File: config.mk
export PLATFORM = sky130hd
export DESIGN_NAME = demux_1xn_stream
export DESIGN_NICKNAME = d
export VERILOG_FILES = /design/src/rtl/demux_1xn_stream.sv
export SDC_FILE = /design/constraint.sdc
export NUM_CORES = 1
export LEC_CHECK = 0
export ABC_AREA = 1
export CAP_MARGIN = 20
export CORE_UTILIZATION = 35
export DETAILED_ROUTE_END_ITERATION = 10
export PLACE_DENSITY = 0.64
export REMOVE_ABC_BUFFERS = 1
export SYNTH_ARGS = -nofsm -noshare
export SYNTH_HDL_FRONTEND = slang
export SYNTH_SLANG_ARGS = --single-unit
File: constraint.sdc
create_clock -name clk -period 1.9 [get_ports clk]
set_input_delay 0.285 -clock clk [delete_from_list [all_inputs] [get_ports clk]]
set_output_delay 0.285 -clock clk [all_outputs]
set_load 0.02 [all_outputs]
File: src/rtl/demux_1xn_stream.sv
// demux_1xn_stream: routes one valid/ready stream to N channels,
// with one registered slot per channel and a saturating drop counter.
//
// Ports:
//   clk, rst          clock, synchronous active-high reset
//   in_valid/in_ready producer handshake
//   in_data, in_sel   payload and destination channel index
//   out_valid[k]      channel k holds a beat
//   out_ready[k]      consumer k takes its beat this cycle
//   out_data          channel k payload at [k*WIDTH +: WIDTH]
//   drop_cnt          accepted beats with in_sel >= N (saturating)
module demux_1xn_stream #(
  parameter int N = 4,
  parameter int WIDTH = 8,
  parameter int CNTW = 8,
  localparam int SELW = (N > 2) ? $clog2(N) : 1
) (
  input  logic               clk,
  input  logic               rst,
  input  logic               in_valid,
  output logic               in_ready,
  input  logic [WIDTH-1:0]   in_data,
  input  logic [SELW-1:0]    in_sel,
  output logic [N-1:0]       out_valid,
  input  logic [N-1:0]       out_ready,
  output logic [N*WIDTH-1:0] out_data,
  output logic [CNTW-1:0]    drop_cnt
);

  localparam logic [SELW:0] NCH = (SELW+1)'(N);

  logic [N-1:0]            valid_q;
  logic [N-1:0][WIDTH-1:0] data_q;
  logic [CNTW-1:0]         drop_q;
  logic                    in_range;
  logic                    acc;

  assign in_range = {1'b0, in_sel} < NCH;

  // An out-of-range select is always taken (and dropped).
  // The OR short-circuits before the index can go out of bounds.
  assign in_ready = !in_range
                 || !valid_q[in_sel]
                 || out_ready[in_sel];

  // Gated by in_valid so don't-care sel/data never reach state.
  assign acc = in_valid && in_ready && !rst;

  always_ff @(posedge clk) begin
    if (rst) begin
      valid_q <= '0;
      data_q  <= '0;
      drop_q  <= '0;
    end else begin
      for (int k = 0; k < N; k++) begin
        // Load wins over drain: same-cycle drain plus refill.
        if (acc && in_range && in_sel == SELW'(k)) begin
          valid_q[k] <= 1'b1;
          data_q[k]  <= in_data;
        end else if (out_ready[k]) begin
          valid_q[k] <= 1'b0;
        end
      end
      if (acc && !in_range && drop_q != '1) begin
        drop_q <= drop_q + CNTW'(1);
      end
    end
  end

  assign out_valid = valid_q;
  assign out_data  = data_q;
  assign drop_cnt  = drop_q;

endmodule

==> results.py <==
metrics = {
    "floorplan": {
        "dieHeight_um": 77.5,
        "fp.dieArea_sq_um": 6010,
        "pin_count": 62,
        "fp.coreArea_sq_um": 5510,
        "initial_utilization": 0.362,
        "placement_rows": 27,
        "floorplan.die.width_um": 77.5,
    },
    "critical_path": {
        "path_common_cell": "sky130_fd_sc_hd__nand2_2",
        "crit_type": "in -> out",
        "r2r_start": "out_valid[0]$_SDFFE_PP0P_",
        "worst-r2r-cell-count": 10,
        "worst_ep_arrival_time_ns": 1.54,
        "critical_path.endpoint": "in_ready",
        "crit_path_end_kind": "output pin",
        "worst_r2r_endpoint": "out_data[1]$_SDFFE_PP0P_",
        "crit_path_start_kind": "input pin",
        "cell_at_the_slowest_stage_of_the_critical_path": "sky130_fd_sc_hd__clkdlybuf4s50_1",
        "cp_cell_sequence": "clkdlybuf4s50_1, buf_4, nor2_8, nand2_2, nand2_2, nor2_4, nand2_8, clkdlybuf4s15_1",
        "cpPeakStageDelay_ns": 0.48,
        "worstPathMaxFanout": 3,
        "critical_path.startpoint": "in_sel[1]",
        "cp_data_required_time_ns": 1.62,
        "rrSetupSlack_ns": 0.48,
    },
    "clock_network": {
        "cts-root-buf": "sky130_fd_sc_hd__clkbuf_8",
        "tritoncts": "yes",
        "numClockSinks": 36,
        "clkTransAtPathRegs_ns": 0.07,
        "cts-htree-levels": 2,
        "clock_path_buffers": 2,
        "clock_latency_of_the_later_clocked_register_in_the_worst_skew_pair_ns": 0.28,
        "post_cts.repair.setup_buffers": 0,
        "tritoncts.num_buffers": 5,
    },
    "sta": {
        "max_freq_mhz": 547,
        "slew_viol_final": 0,
        "clock_skew_ns": 0.00222,
        "fin_crit_sh": 0.962,
        "post-route-min-period_ns": 1.83,
        "postLayoutSetupSlackWorst_ns": 0.0717,
        "setup_repair_after_global_routing_missed_its_margin": "false",
        "setup_violations_final": 0,
        "hold_viol": 0,
    },
    "cells_and_area": {
        "layout.cells.most_common": "sky130_fd_sc_hd__inv_1",
        "count_of_fill_cells_added_during_filler_insertion": 565,
        "design.final.nets": 381,
        "layout.cells.non_filler": 437,
        "final_cell_mix": "78 x sky130_fd_sc_hd__inv_1, 77 x sky130_fd_sc_hd__nand2_1, 51 x sky130_fd_sc_hd__clkdlybuf4s50_1, 36 x sky130_fd_sc_hd__dfxtp_1",
        "num_antenna_cells": 0,
        "area_growth_syn_to_layout_pct": 37.6,
        "post_route_cells_drive_above_1_share": 0.115,
    },
    "yosys": {
        "synthSimpleGateAreaFrac": 0.403,
        "synth_fa_ha_area_frac": 0,
        "synth_warnings": 0,
        "netlist_area_sq_um": 2000,
        "fraction_of_the_mapped_netlist_area_in_compound_gates": 0.0100,
        "synth_largest_type_area_fraction": 0.361,
        "postSynthCellCount": 299,
        "main_combinational_cell_family_by_area_after_synthesis": "simple AND/OR/NAND/NOR gates",
        "ys_top_cells_by_area": "sky130_fd_sc_hd__dfxtp_1 36%, sky130_fd_sc_hd__inv_1 15%, sky130_fd_sc_hd__nand2_1 14%",
        "yosys-mux-area-fraction": 0,
        "synth_cell_types": 22,
        "synth.largest_area_cell": "sky130_fd_sc_hd__dfxtp_1",
        "synth_seq_cells": 36,
        "synth_xor_xnor_area_share": 0,
        "synth_sequential_area_ratio": 0.361,
        "syn-mean-instance-area_sq_um": 6.67,
    },
    "place": {
        "routabilityCongestion": 0.784,
        "io_buffer_count": 53,
        "placed_cells": 429,
        "hpwl_mm": 3.25,
        "dpl_worst_slack_ns": -0.308,
    },
    "status": {
        "outcome": "finished, final reports clean",
    },
    "grt": {
        "gr-total-overflow": 0,
        "antenna_violations_before_repair": 0,
        "maximum_number_of_pins_on_one_net_before_global_route_repair": 37,
        "number_of_global_route_vias_before_repair": 1726,
        "grt_util_all_layers": 0.164,
        "grt_pass1_wl_mm": 7.80,
    },
    "routing": {
        "drtAntennaViolNets": 0,
        "num_vias": 1817,
        "route.final.wire_length_mm": 4.39,
        "routedWlPerCell_um": 10.1,
        "drt-initial-drc-count": 120,
        "drt_pass1_iterations": 5,
        "detail_route.drc_violations": 0,
        "vias_per_cell": 4.16,
    },
    "power_and_ir_drop": {
        "cellPowerDensity_nw_per_um2": 617,
        "post-layout-total-power_w": 0.00169,
        "ir_drop_v": 0.000378,
        "leakagePower_nw": 1.30,
    },
    "run": {
        "max_cap_violations": 0,
    },
    "worst_hold_path": {
        "hold_path.class": "reg -> reg",
    },
}
==> cell usage after synthesis (all sizes together) <==
cell	number
nand2	82
inv	81
nor2	37
dfxtp	36
nand4	32
buf	17
nand3	7
a21oi	4
clkbuf	2
conb	1
==> through the flow <==
stage | hold slack (ns) | setup TNS [ns] | instance area (sq um) | utilization
after floorplan | 0.354 | 0 | 1880 | -
final | 0.487 | 0 | 2750 | 0.499
after detailed placement | 0.479 | -5.24 | 2660 | 0.483
after global placement | 0.480 | -4.26 | 2660 | 0.483
after CTS | 0.491 | 0 | 2750 | 0.499
after global routing | 0.511 | 0 | 2750 | 0.499
==> cell type report <==
type / instances / area [sq um] / area share
Clock buffer: 8 / 90.1 / 0.0328
Inverter: 81 / 309 / 0.113
Multi-Input combinational cell: 170 / 855 / 0.311
Sequential cell: 36 / 721 / 0.262
Tap cell: 72 / 90.1 / 0.0328
Timing Repair Buffer: 70 / 682 / 0.248
==> worst max-delay path: cells and delay by family <==
family                 cells  cell delay, ns
AND/OR/NAND/NOR            5            0.33
buffers and inverters      3            0.92
==> cell families after synthesis <==
family | count (synthesis)
flops | 36
compound gates | 4
buf+inv | 100
other cells | 1
simple gates | 158
==> worst min path at each step <==
stage	depth (start not counted)	start	slack, ns	end
after detailed placement	2	out_valid[3]$_SDFFE_PP0P_	0.48	out_valid[3]$_SDFFE_PP0P_
after CTS	2	out_valid[3]$_SDFFE_PP0P_	0.49	out_valid[3]$_SDFFE_PP0P_
after floorplan	1	rst	0.35	out_valid[0]$_SDFFE_PP0P_
after global routing	2	out_valid[3]$_SDFFE_PP0P_	0.51	out_valid[3]$_SDFFE_PP0P_
final	2	out_valid[3]$_SDFFE_PP0P_	0.49	out_valid[3]$_SDFFE_PP0P_
after global placement	2	out_valid[3]$_SDFFE_PP0P_	0.48	out_valid[3]$_SDFFE_PP0P_
==> registers in the layout, indices dropped and copies added (netlist names) <==
register   cells
out_valid      4
out_data      32
==> metal layers <==
metal	track usage	vias up	share of wire	routed length, um
met2	0.269	37	0.46	2010
met4	0.0396	0	0.0036	16
met5	0	-	0	0
li1	-	1001	-	-
met3	0.0482	2	0.038	165
met1	0.211	777	0.50	2200
==> timing repair <==
action	CTS	global route
hold buffers	0	0
setup endpoints to repair	1	1
gates resized for setup	2	1
==> power breakdown <==
group          internal (W)  switching [W]
clock network      0.000296       0.000259
registers          0.000781      0.0000137
logic              0.000148       0.000196
No activity file was read; power rests on OpenSTA's default activity.
